### src/rtl/mips_pipe_pkg.sv
// Shared pipeline definitions for the 5-stage MIPS core.
// Holds the forward-select encoding, register index width and the
// per-stage tracking record used by the hazard controller and by the
// datapath forward muxes.
package mips_pipe_pkg;

   localparam int REG_W = 5;

   // EX operand source selects
   localparam logic [1:0] FWD_RF  = 2'b00;
   localparam logic [1:0] FWD_MEM = 2'b01;
   localparam logic [1:0] FWD_WB  = 2'b10;

   // Tracking record for an in-flight instruction
   typedef struct packed {
      logic             valid;
      logic             wreg;
      logic [REG_W-1:0] wdst;
      logic             load;
   } stage_t;

   localparam stage_t STAGE_EMPTY = '0;

   // True when the stage will write register r; $0 never counts.
   function automatic logic stage_writes(input stage_t s, input logic [REG_W-1:0] r);
      return s.valid && s.wreg && (s.wdst == r) && (r != '0);
   endfunction

   // Forward select for one EX operand. MEM wins over WB; a load in MEM
   // is never forwarded because its data is not available yet.
   function automatic logic [1:0] fwd_sel(input stage_t mem, input stage_t wb,
                                          input logic ex_valid, input logic [REG_W-1:0] r);
      logic [1:0] sel;
      sel = FWD_RF;
      if (ex_valid) begin
         if (stage_writes(mem, r) && !mem.load)
            sel = FWD_MEM;
         else if (stage_writes(wb, r))
            sel = FWD_WB;
      end
      return sel;
   endfunction

endpackage

### src/rtl/md_busy_timer.sv
// Mult/div busy timer.
// Loads MD_CYCLES when a mult/div enters EX, then counts down to zero.
// Ports:
//   clk   pipeline clock
//   rst_n asynchronous active-low reset
//   load  a mult/div instruction advances into EX this cycle
//   busy  counter is nonzero
module md_busy_timer #(
   parameter int MD_CYCLES = 32
) (
   input  logic clk,
   input  logic rst_n,
   input  logic load,
   output logic busy
);

   localparam logic [7:0] MD_LOAD = 8'(MD_CYCLES);

   logic [7:0] count;

   always_ff @(posedge clk or negedge rst_n) begin
      if (!rst_n)
         count <= '0;
      else if (load)
         count <= MD_LOAD;
      else if (count != '0)
         count <= count - 8'd1;
   end

   assign busy = (count != '0);

endmodule

### src/rtl/hazard_ctrl.sv
// Pipeline hazard sequencer for the 5-stage MIPS core.
// Tracks destination registers of instructions in EX/MEM/WB and derives
// stall, flush and forward controls plus the mult/div busy interlock.
// Ports:
//   clk, rst_n           clock, asynchronous active-low reset
//   id_*                 ID-stage control fields from the decoder
//   ex_br_taken          branch/jump resolved taken in EX
//   pc_en, ifid_en       front-end enables (low while stalling)
//   ifid_flush           IF/ID loads NOP (taken branch)
//   idex_bubble          ID/EX loads NOP (stall or flush)
//   fwd_a, fwd_b         EX operand source selects for rs / rt
//   md_busy              mult/div unit busy
//   stall_cycles         saturating count of stalled cycles
module hazard_ctrl
   import mips_pipe_pkg::*;
#(
   parameter int MD_CYCLES = 32,
   parameter int CNT_W     = 16
) (
   input  logic             clk,
   input  logic             rst_n,
   input  logic             id_valid,
   input  logic [4:0]       id_rs,
   input  logic [4:0]       id_rt,
   input  logic             id_use_rs,
   input  logic             id_use_rt,
   input  logic             id_wreg,
   input  logic [4:0]       id_wdst,
   input  logic             id_is_load,
   input  logic             id_is_md,
   input  logic             id_is_mfhilo,
   input  logic             ex_br_taken,
   output logic             pc_en,
   output logic             ifid_en,
   output logic             ifid_flush,
   output logic             idex_bubble,
   output logic [1:0]       fwd_a,
   output logic [1:0]       fwd_b,
   output logic             md_busy,
   output logic [CNT_W-1:0] stall_cycles
);

   function automatic logic [CNT_W-1:0] sat_inc(input logic [CNT_W-1:0] v);
      return (v == '1) ? v : v + CNT_W'(1);
   endfunction

   stage_t     ex_st, mem_st, wb_st;
   logic [4:0] ex_rs, ex_rt;

   logic load_use, md_stall, stall, flush, md_load;

   // ---- ID stage: hazard detection against EX ----
   assign load_use = ex_st.load && id_valid &&
                     ((id_use_rs && stage_writes(ex_st, id_rs)) ||
                      (id_use_rt && stage_writes(ex_st, id_rt)));
   assign md_stall = md_busy && id_valid && (id_is_md || id_is_mfhilo);

   // A taken branch squashes the ID instruction, so it cannot stall.
   assign flush = ex_br_taken;
   assign stall = (load_use || md_stall) && !flush;

   assign pc_en       = !stall;
   assign ifid_en     = !stall;
   assign ifid_flush  = flush;
   assign idex_bubble = stall || flush;

   assign md_load = id_valid && id_is_md && !stall && !flush;

   md_busy_timer #(.MD_CYCLES(MD_CYCLES)) u_md_timer (
      .clk   (clk),
      .rst_n (rst_n),
      .load  (md_load),
      .busy  (md_busy)
   );

   // ---- ID -> EX -> MEM -> WB tracking ----
   always_ff @(posedge clk or negedge rst_n) begin
      if (!rst_n) begin
         ex_st  <= STAGE_EMPTY;
         mem_st <= STAGE_EMPTY;
         wb_st  <= STAGE_EMPTY;
         ex_rs  <= '0;
         ex_rt  <= '0;
      end else begin
         if (stall || flush)
            ex_st <= STAGE_EMPTY;
         else
            ex_st <= '{valid: id_valid, wreg: id_wreg, wdst: id_wdst, load: id_is_load};
         ex_rs  <= id_rs;
         ex_rt  <= id_rt;
         mem_st <= ex_st;
         wb_st  <= mem_st;
      end
   end

   // ---- EX stage: operand forwarding ----
   assign fwd_a = fwd_sel(mem_st, wb_st, ex_st.valid, ex_rs);
   assign fwd_b = fwd_sel(mem_st, wb_st, ex_st.valid, ex_rt);

   always_ff @(posedge clk or negedge rst_n) begin
      if (!rst_n)
         stall_cycles <= '0;
      else if (stall)
         stall_cycles <= sat_inc(stall_cycles);
   end

endmodule

### config.mk
export PLATFORM = sky130hd
export DESIGN_NAME = hazard_ctrl
export DESIGN_NICKNAME = d
export VERILOG_FILES = /design/src/rtl/mips_pipe_pkg.sv /design/src/rtl/md_busy_timer.sv /design/src/rtl/hazard_ctrl.sv
export SDC_FILE = /design/constraint.sdc
export NUM_CORES = 1
export LEC_CHECK = 0
export BUFFER_PORTS_ARGS = -buffer_cell sky130_fd_sc_hd__buf_2
export CAP_MARGIN = 10
export CORE_MARGIN = 3
export CORE_UTILIZATION = 50
export CTS_BUF_LIST = sky130_fd_sc_hd__clkbuf_4
export DETAILED_ROUTE_END_ITERATION = 10
export PLACE_DENSITY = 0.75
export SLEW_MARGIN = 40
export SYNTH_ARGS = -nofsm -noshare
export SYNTH_HDL_FRONTEND = slang
export SYNTH_SLANG_ARGS = --single-unit
export TNS_END_PERCENT = 30
### constraint.sdc
create_clock -name clk -period 4 [get_ports clk]
set_input_delay 0.4 -clock clk [delete_from_list [all_inputs] [get_ports clk]]
set_output_delay 0.4 -clock clk [all_outputs]
set_load 0.01 [all_outputs]
==> metrics.txt, run 1 <==
outcome=finished clean; fin nets=315; ant diodes=0; syn_nets=257; clock root buffer=clkbuf_4; die height=just under 80 um; most common library cells after synthesis=57 x dfrtp_1, 25 x xor2_1, 21 x xnor2_1; Sink Count=57; CTS Hold Bufs=1; Peak supply drop=around 0.44 mV; largest net degree at the start of global routing=38; die area=slightly above 6000 um2; register area share after synthesis=0.552; area delta synth->final=20.5%; Starting DRT DRC Count=76; Final min period=2.39 ns; WS Path Type=reg -> out; global-route wire length before repair=8140 um; hold violation count in the final report=0; layout cells sized above 1=0.264; final wirelength=about 5000 um; maximum capacitance violations=0; Combinational Power Share=0.172; top_reg_cell synth=dfrtp_1; CTS tree=yes; area leader, netlist=dfrtp_1; Hold Path End=ex_rt[3]$_DFF_PN0_; Psw=0.449 mW; DRC=0; fmax=419 MHz; Final ANT Viol Nets=0; static leakage=1.51 nW; clock latency on the worst-skew pair=0.40 ns; Synth top area share=0.552; Hold Path Depth=1; Async SR Flop Fraction=1.00; Synth area leaders=dfrtp_1 55%, xor2_1 8.5%, xnor2_1 7.1%; number of H-tree levels=3; TritonCTS Buffers=9; worst path arrival time=1.99 ns; average wire per standard cell=13.8 um; number of setup buffers added after CTS=0; worst-path cell chain=inv_1 -> ha_1 -> nor3b_2 -> a211oi_1 -> a41o_2 -> nor2_4 -> buf_2; core footprint=4850 um2; r2r setup slk=1.85 ns; Initial Utilization=0.533; post-cts repair resize count=0; Tcrit/Tclk final=0.597; worst hold start=id_rt[3]; Final Core Density=0.642; via count=1834; row cnt=25; Mapped Area=between 2000 and 3000 um2; Slowest cell on crit path=dfrtp_1; slew margin rel.=0.690; placed cell count=about 340; DP HPWL=roughly 3700 um; register share of total power=0.463; skew final=0.0113 ns; # setup viols final=0; Synth Register Bits=57; Worst path max stage delay=0.41 ns; r2r worst-path depth=7; yosys warns=0; I/O Pins=50; Reg2Reg Launch Point=u_md_timer.count[0]$_DFFE_PN0P_; worst r2r dst=stall_cycles[1]$_DFFE_PN0P_; Critical Path RT=3.60 ns; clock power share=0.365; IO Port Bufs=a little under 50; Final GP Congestion=~0.84; router iterations before antenna repair=4; Congestion Overflow GR=0; Setup TNS=0 ns; Sw Ratio=0.273; Synth cell types=38; initial antenna violation count=0; Pins Over Slew Limit=0; crit path max fanout=4; crit end category=output port; Post-Synthesis Cells=229; RSZ-0062 raised after global routing=false; CTS max path bufs=2; most common cell in the synthesized netlist=dfrtp_1; Hold/Removal Path Class=in -> reg; Worst setup SP type=register; Die Wd=between 70 and 80 um; non-filler cells, final=359; worst slew pin tran=about 0.46 ns; Int Power=1.20 mW; vias in the first global route=1801; PwrDens=529 nW/um2; Post-synth EDFFs=0; vias per cell=around 5.1; Clock Pin Slew Worst Setup and Hold Paths=0.10 ns; All-Layer GR Usage=0.180; mean post-synth cell area=~11 um2
[kinds of logic after synthesis]
logic type	synth area share
buf+inv	0.0203
flops	0.552
fa+ha+maj	0.0145
mux	0.0170
compound gates	0.0383
xor+xnor	0.156
simple gates	0.202
[flip-flops by register name, summed over array words and instances, names as in the netlist]
signal,cells
u_md_timer.count,8
ex_rt,5
mem_st,8
ex_rs,5
wb_st,7
stall_cycles,16
ex_st,8
[layout by cell type, fill, tap and decap left out, types with 3 or more instances in the layout]
master,instances
nor4_1,10
nand3_1,9
dfrtp_1,57
ha_1,3
nand2_1,17
o21ai_0,5
xor2_1,25
bufinv_16,4
clkbuf_4,11
nand4_1,7
inv_1,5
xnor2_1,21
and2_1,10
buf_2,49
nor3_1,10
nor2_1,16
and3_1,4
[worst max-delay path: cells and delay by family (launching register included)]
kind                     cells  cell delay (ns)
buffers and inverters        2             0.23
AND/OR/NAND/NOR              2             0.37
flip-flops                   1             0.41
AO/OA/AOI/OAI                2             0.41
adder cells (fa/ha/maj)      1             0.17
[routing by layer]
metal  vias to the layer above  routed length, um  track usage
met5                         -                  0            0
li1                        906                  -            -
met4                         0                165        0.123
met2                        41               2400        0.279
met3                        15                221       0.0499
met1                       872               2180        0.217
[area by class of cell]
| class | count | area, um2 |
|---|---|---|
| Timing Repair Buffer | 52 | 270 |
| Multi-Input combinational cell | 162 | 1100 |
| Inverter | 5 | 18.8 |
| Sequential cell | 57 | 1430 |
| Clock buffer | 11 | 82.6 |
| Clock inverter | 5 | 128 |
| Fill cell | 396 | 1740 |
| Tap cell | 67 | 83.8 |
[worst max-delay path by stage]
stage | startpoint | slack, ns | end
after floorplan | stall_cycles[0]$_DFFE_PN0P_ | 2.01 | stall_cycles[1]$_DFFE_PN0P_
after global placement | id_rt[0] | 1.84 | idex_bubble
after detailed placement | id_rt[0] | 1.81 | stall_cycles[1]$_DFFE_PN0P_
after CTS | u_md_timer.count[0]$_DFFE_PN0P_ | 1.58 | ifid_en
after global routing | u_md_timer.count[0]$_DFFE_PN0P_ | 1.43 | ifid_en
final | u_md_timer.count[0]$_DFFE_PN0P_ | 1.61 | pc_en
[stage by stage]
step                hold slack, ns  power [mW]  area, um2  setup slack [ns]
floorplan                    0.104       0.953       2580              2.01
global placement             0.360        1.05       2890              1.84
detailed placement           0.360        1.05       2890              1.81
CTS                          0.118        1.66       3110              1.58
global route                 0.111        1.74       3110              1.43
finish                       0.138        1.65       3110              1.61
[power by group through the flow]
stage / logic [mW] / clock network [mW] / registers [mW]
3_5_place_dp: 0.283 / 0 / 0.772
5_1_grt: 0.322 / 0.643 / 0.773
4_1_cts: 0.288 / 0.613 / 0.761
3_3_place_gp: 0.276 / 0 / 0.770
2_1_floorplan: 0.186 / 0 / 0.767
6_report: 0.284 / 0.600 / 0.762
No activity file was read; power rests on OpenSTA's default activity.
==> inputs of run 2 (changes only) <==
- PLACE_DENSITY: 0.75 -> 0.78
- clock period: 4 -> 2.15 ns (I/O delays scaled with it)
==> run 2 against run 1 <==
  * The run now ends with setup timing left
  * Clock skew decreased by 0.0024 ns
  * Flip-flop and latch count unchanged
  * Via count increased by 12%
  * Critical path type unchanged
==> metrics.txt, run 2 (same netlist as run 1, synthesis figures left out) <==
crit path max fanout=2 (was 4); largest net degree at the start of global routing=24 (was 38); clock root buffer=clkbuf_4 (unchanged); hold violation count in the final report=0 (unchanged); total design power=2.95 mW (was 1.65 mW); most flop-heavy register=stall_cycles (unchanged); router iterations before antenna repair=5 (was 4); leading cell type in the layout, fill and taps excluded=dfrtp_1 (unchanged); CTS max path bufs=2 (unchanged); slew margin rel.=0.728 (was 0.690); Peak supply drop=0.640 mV (was 0.445 mV); Congestion Overflow GR=0 (unchanged); crit end category=output port (unchanged); Starting DRT DRC Count=70 (was 76); vias per cell=5.25 (was 5.11); initial antenna violation count=0 (unchanged); Critical Path RT=1.93 ns (was 3.60 ns); Worst setup SP type=register (unchanged); average wire per standard cell=14.8 um (was 13.8 um); Sink Count=57 (unchanged); max reg flops=16 (unchanged); Initial Utilization=0.533 (unchanged); row cnt=25 (unchanged); commonest non-fill, non-tap cells in the layout=56 x dfrtp_1, 48 x buf_2, 26 x buf_4 (was 57 x dfrtp_1, 49 x buf_2, 25 x xor2_1); die height=77.9 um (unchanged); global-route wire length before repair=9530 um (was 8140 um); post-route cell area=3380 um2 (was 3110 um2); clock latency on the worst-skew pair=0.39 ns (was 0.40 ns); die area=6060 um2 (unchanged); worst path arrival time=1.95 ns (was 1.99 ns); ant diodes=0 (unchanged); CTS tree=yes (unchanged); Slowest cell on crit path=dfrtp_1 (unchanged); static leakage=1.63 nW (was 1.51 nW); All-Layer GR Usage=0.206 (was 0.180); core footprint=4850 um2 (unchanged); worst-path cell chain=inv_2 -> ha_4 -> nor3b_4 -> buf_4 -> a21oi_2 -> nor3_2 -> buf_4 -> inv_2 -> buf_6 (was inv_1 -> ha_1 -> nor3b_2 -> a211oi_1 -> a41o_2 -> nor2_4 -> buf_2); layout cells sized above 1=0.344 (was 0.264); vias in the first global route=2086 (was 1801); RSZ-0062 raised after global routing=true (was false); PwrDens=875 nW/um2 (was 529 nW/um2); DRC=0 (unchanged); failing checks=setup timing; maximum capacitance violations=0 (unchanged); worst slew pin tran=0.406 ns (was 0.464 ns); placed standard-cell area=2920 um2 (was 2890 um2); Hold/Removal Path Class=in -> reg (unchanged); fin nets=350 (was 315); Layout fillers=357 (was 396); area delta synth->final=30.8% (was 20.5%); Die Wd=77.9 um (unchanged); outcome=finished with violations (was finished clean); Clock Pin Slew Worst Setup and Hold Paths=0.09 ns (was 0.10 ns); skew final=0.00887 ns (was 0.0113 ns); TritonCTS Buffers=9 (unchanged); # setup viols final=1 (was 0); final wirelength=5830 um (was 4970 um); Final min period=2.17 ns; DP HPWL=3800 um (was 3660 um); Final ANT Viol Nets=0 (unchanged); Final GP Congestion=0.936 (was 0.839); WS Path Type=reg -> out (unchanged); IO Port Bufs=49 (unchanged); Worst path max stage delay=0.41 ns (about the same); Pins Over Slew Limit=0 (unchanged); Setup WS post-layout=-0.0168 ns (was 1.61 ns); via count=2062 (was 1834); number of H-tree levels=3 (unchanged); I/O Pins=50 (unchanged); Tcrit/Tclk final=1.01; fmax=462 MHz
-- run 2: layout make-up --
| class | count | area (um2) | share of cell area |
|---|---|---|---|
| Sequential cell | 57 | 1430 | 0.423 |
| Multi-Input combinational cell | 162 | 1160 | 0.343 |
| Timing Repair Buffer | 87 | 567 | 0.168 |
| Tap cell | 67 | 83.8 | 0.0248 |
| Clock buffer | 10 | 75.1 | 0.0222 |
| Clock inverter | 5 | 47.5 | 0.0141 |
| Inverter | 5 | 18.8 | 0.00556 |
-- run 2: worst max-delay path, delay by kind of cell, from the launching register on --
family	cells	cell delay, ns
buffers and inverters	5	0.54
and+or+nand+nor	2	0.43
DFF	1	0.41
adders and majority gates	1	0.12
AOI/OAI and AO/OA	1	0.05
-- run 2: routing by layer --
metal / vias up / share of wire / wire length (um) / global-route usage
met5: - / 0 / 0 / 0
met4: 0 / 0.011 / 66 / 0.0872
met3: 10 / 0.050 / 291 / 0.0592
met2: 64 / 0.52 / 3040 / 0.348
met1: 1014 / 0.42 / 2430 / 0.244
li1: 974 / - / - / -
-- run 2: what timing repair did --
item | CTS | global route
gates resized for setup | 9 | 10
hold buffers | 12 | 0
buffers inserted | 17 | 4
endpoints found under the hold margin | 27 | 0
pin swaps | 2 | 4
endpoints found under the setup margin | 3 | 6
-- run 2: where the power goes --
| group | switching [mW] | total (mW) | internal, mW |
|---|---|---|---|
| clock network | 0.360 | 0.711 | 0.350 |
| registers | 0.209 | 1.44 | 1.23 |
| logic | 0.351 | 0.806 | 0.455 |
-- run 2: worst paths after layout --
kind / cells after the start / from / endpoint / slack, ns
worst max-delay path: 9 / u_md_timer.count[0]$_DFFE_PN0P_ / idex_bubble / -0.02
worst min-delay path: 2 / id_wdst[2] / ex_st[3]$_DFF_PN0_ / 0.03
worst max register to register: 12 / u_md_timer.count[0]$_DFFE_PN0P_ / u_md_timer.count[6]$_DFFE_PN0P_ / 0.06
worst min register to register: 0 / mem_st[6]$_DFF_PN0_ / wb_st[6]$_DFF_PN0_ / 0.38
max in group asynchronous: 3 / rst_n / wb_st[2]$_DFF_PN0_ / 1.28
min in group asynchronous: 2 / rst_n / stall_cycles[15]$_DFFE_PN0P_ / 0.27
-- run 2: per-stage QoR --
| step | setup slack [ns] | cells | setup TNS, ns | utilization | hold WS (ns) |
|---|---|---|---|---|---|
| 2_1_floorplan | 0.162 | 229 | 0 | - | -0.0806 |
| 3_3_place_gp | 0.158 | 345 | 0 | 0.601 | 0.158 |
| 3_5_place_dp | 0.104 | 345 | 0 | 0.601 | 0.157 |
| 4_1_cts | -0.00906 | 389 | -0.00906 | 0.683 | 0.0125 |
| 5_1_grt | -0.143 | 393 | -0.500 | 0.697 | 0.0104 |
| 6_report | -0.0168 | 393 | -0.0168 | 0.697 | 0.0336 |
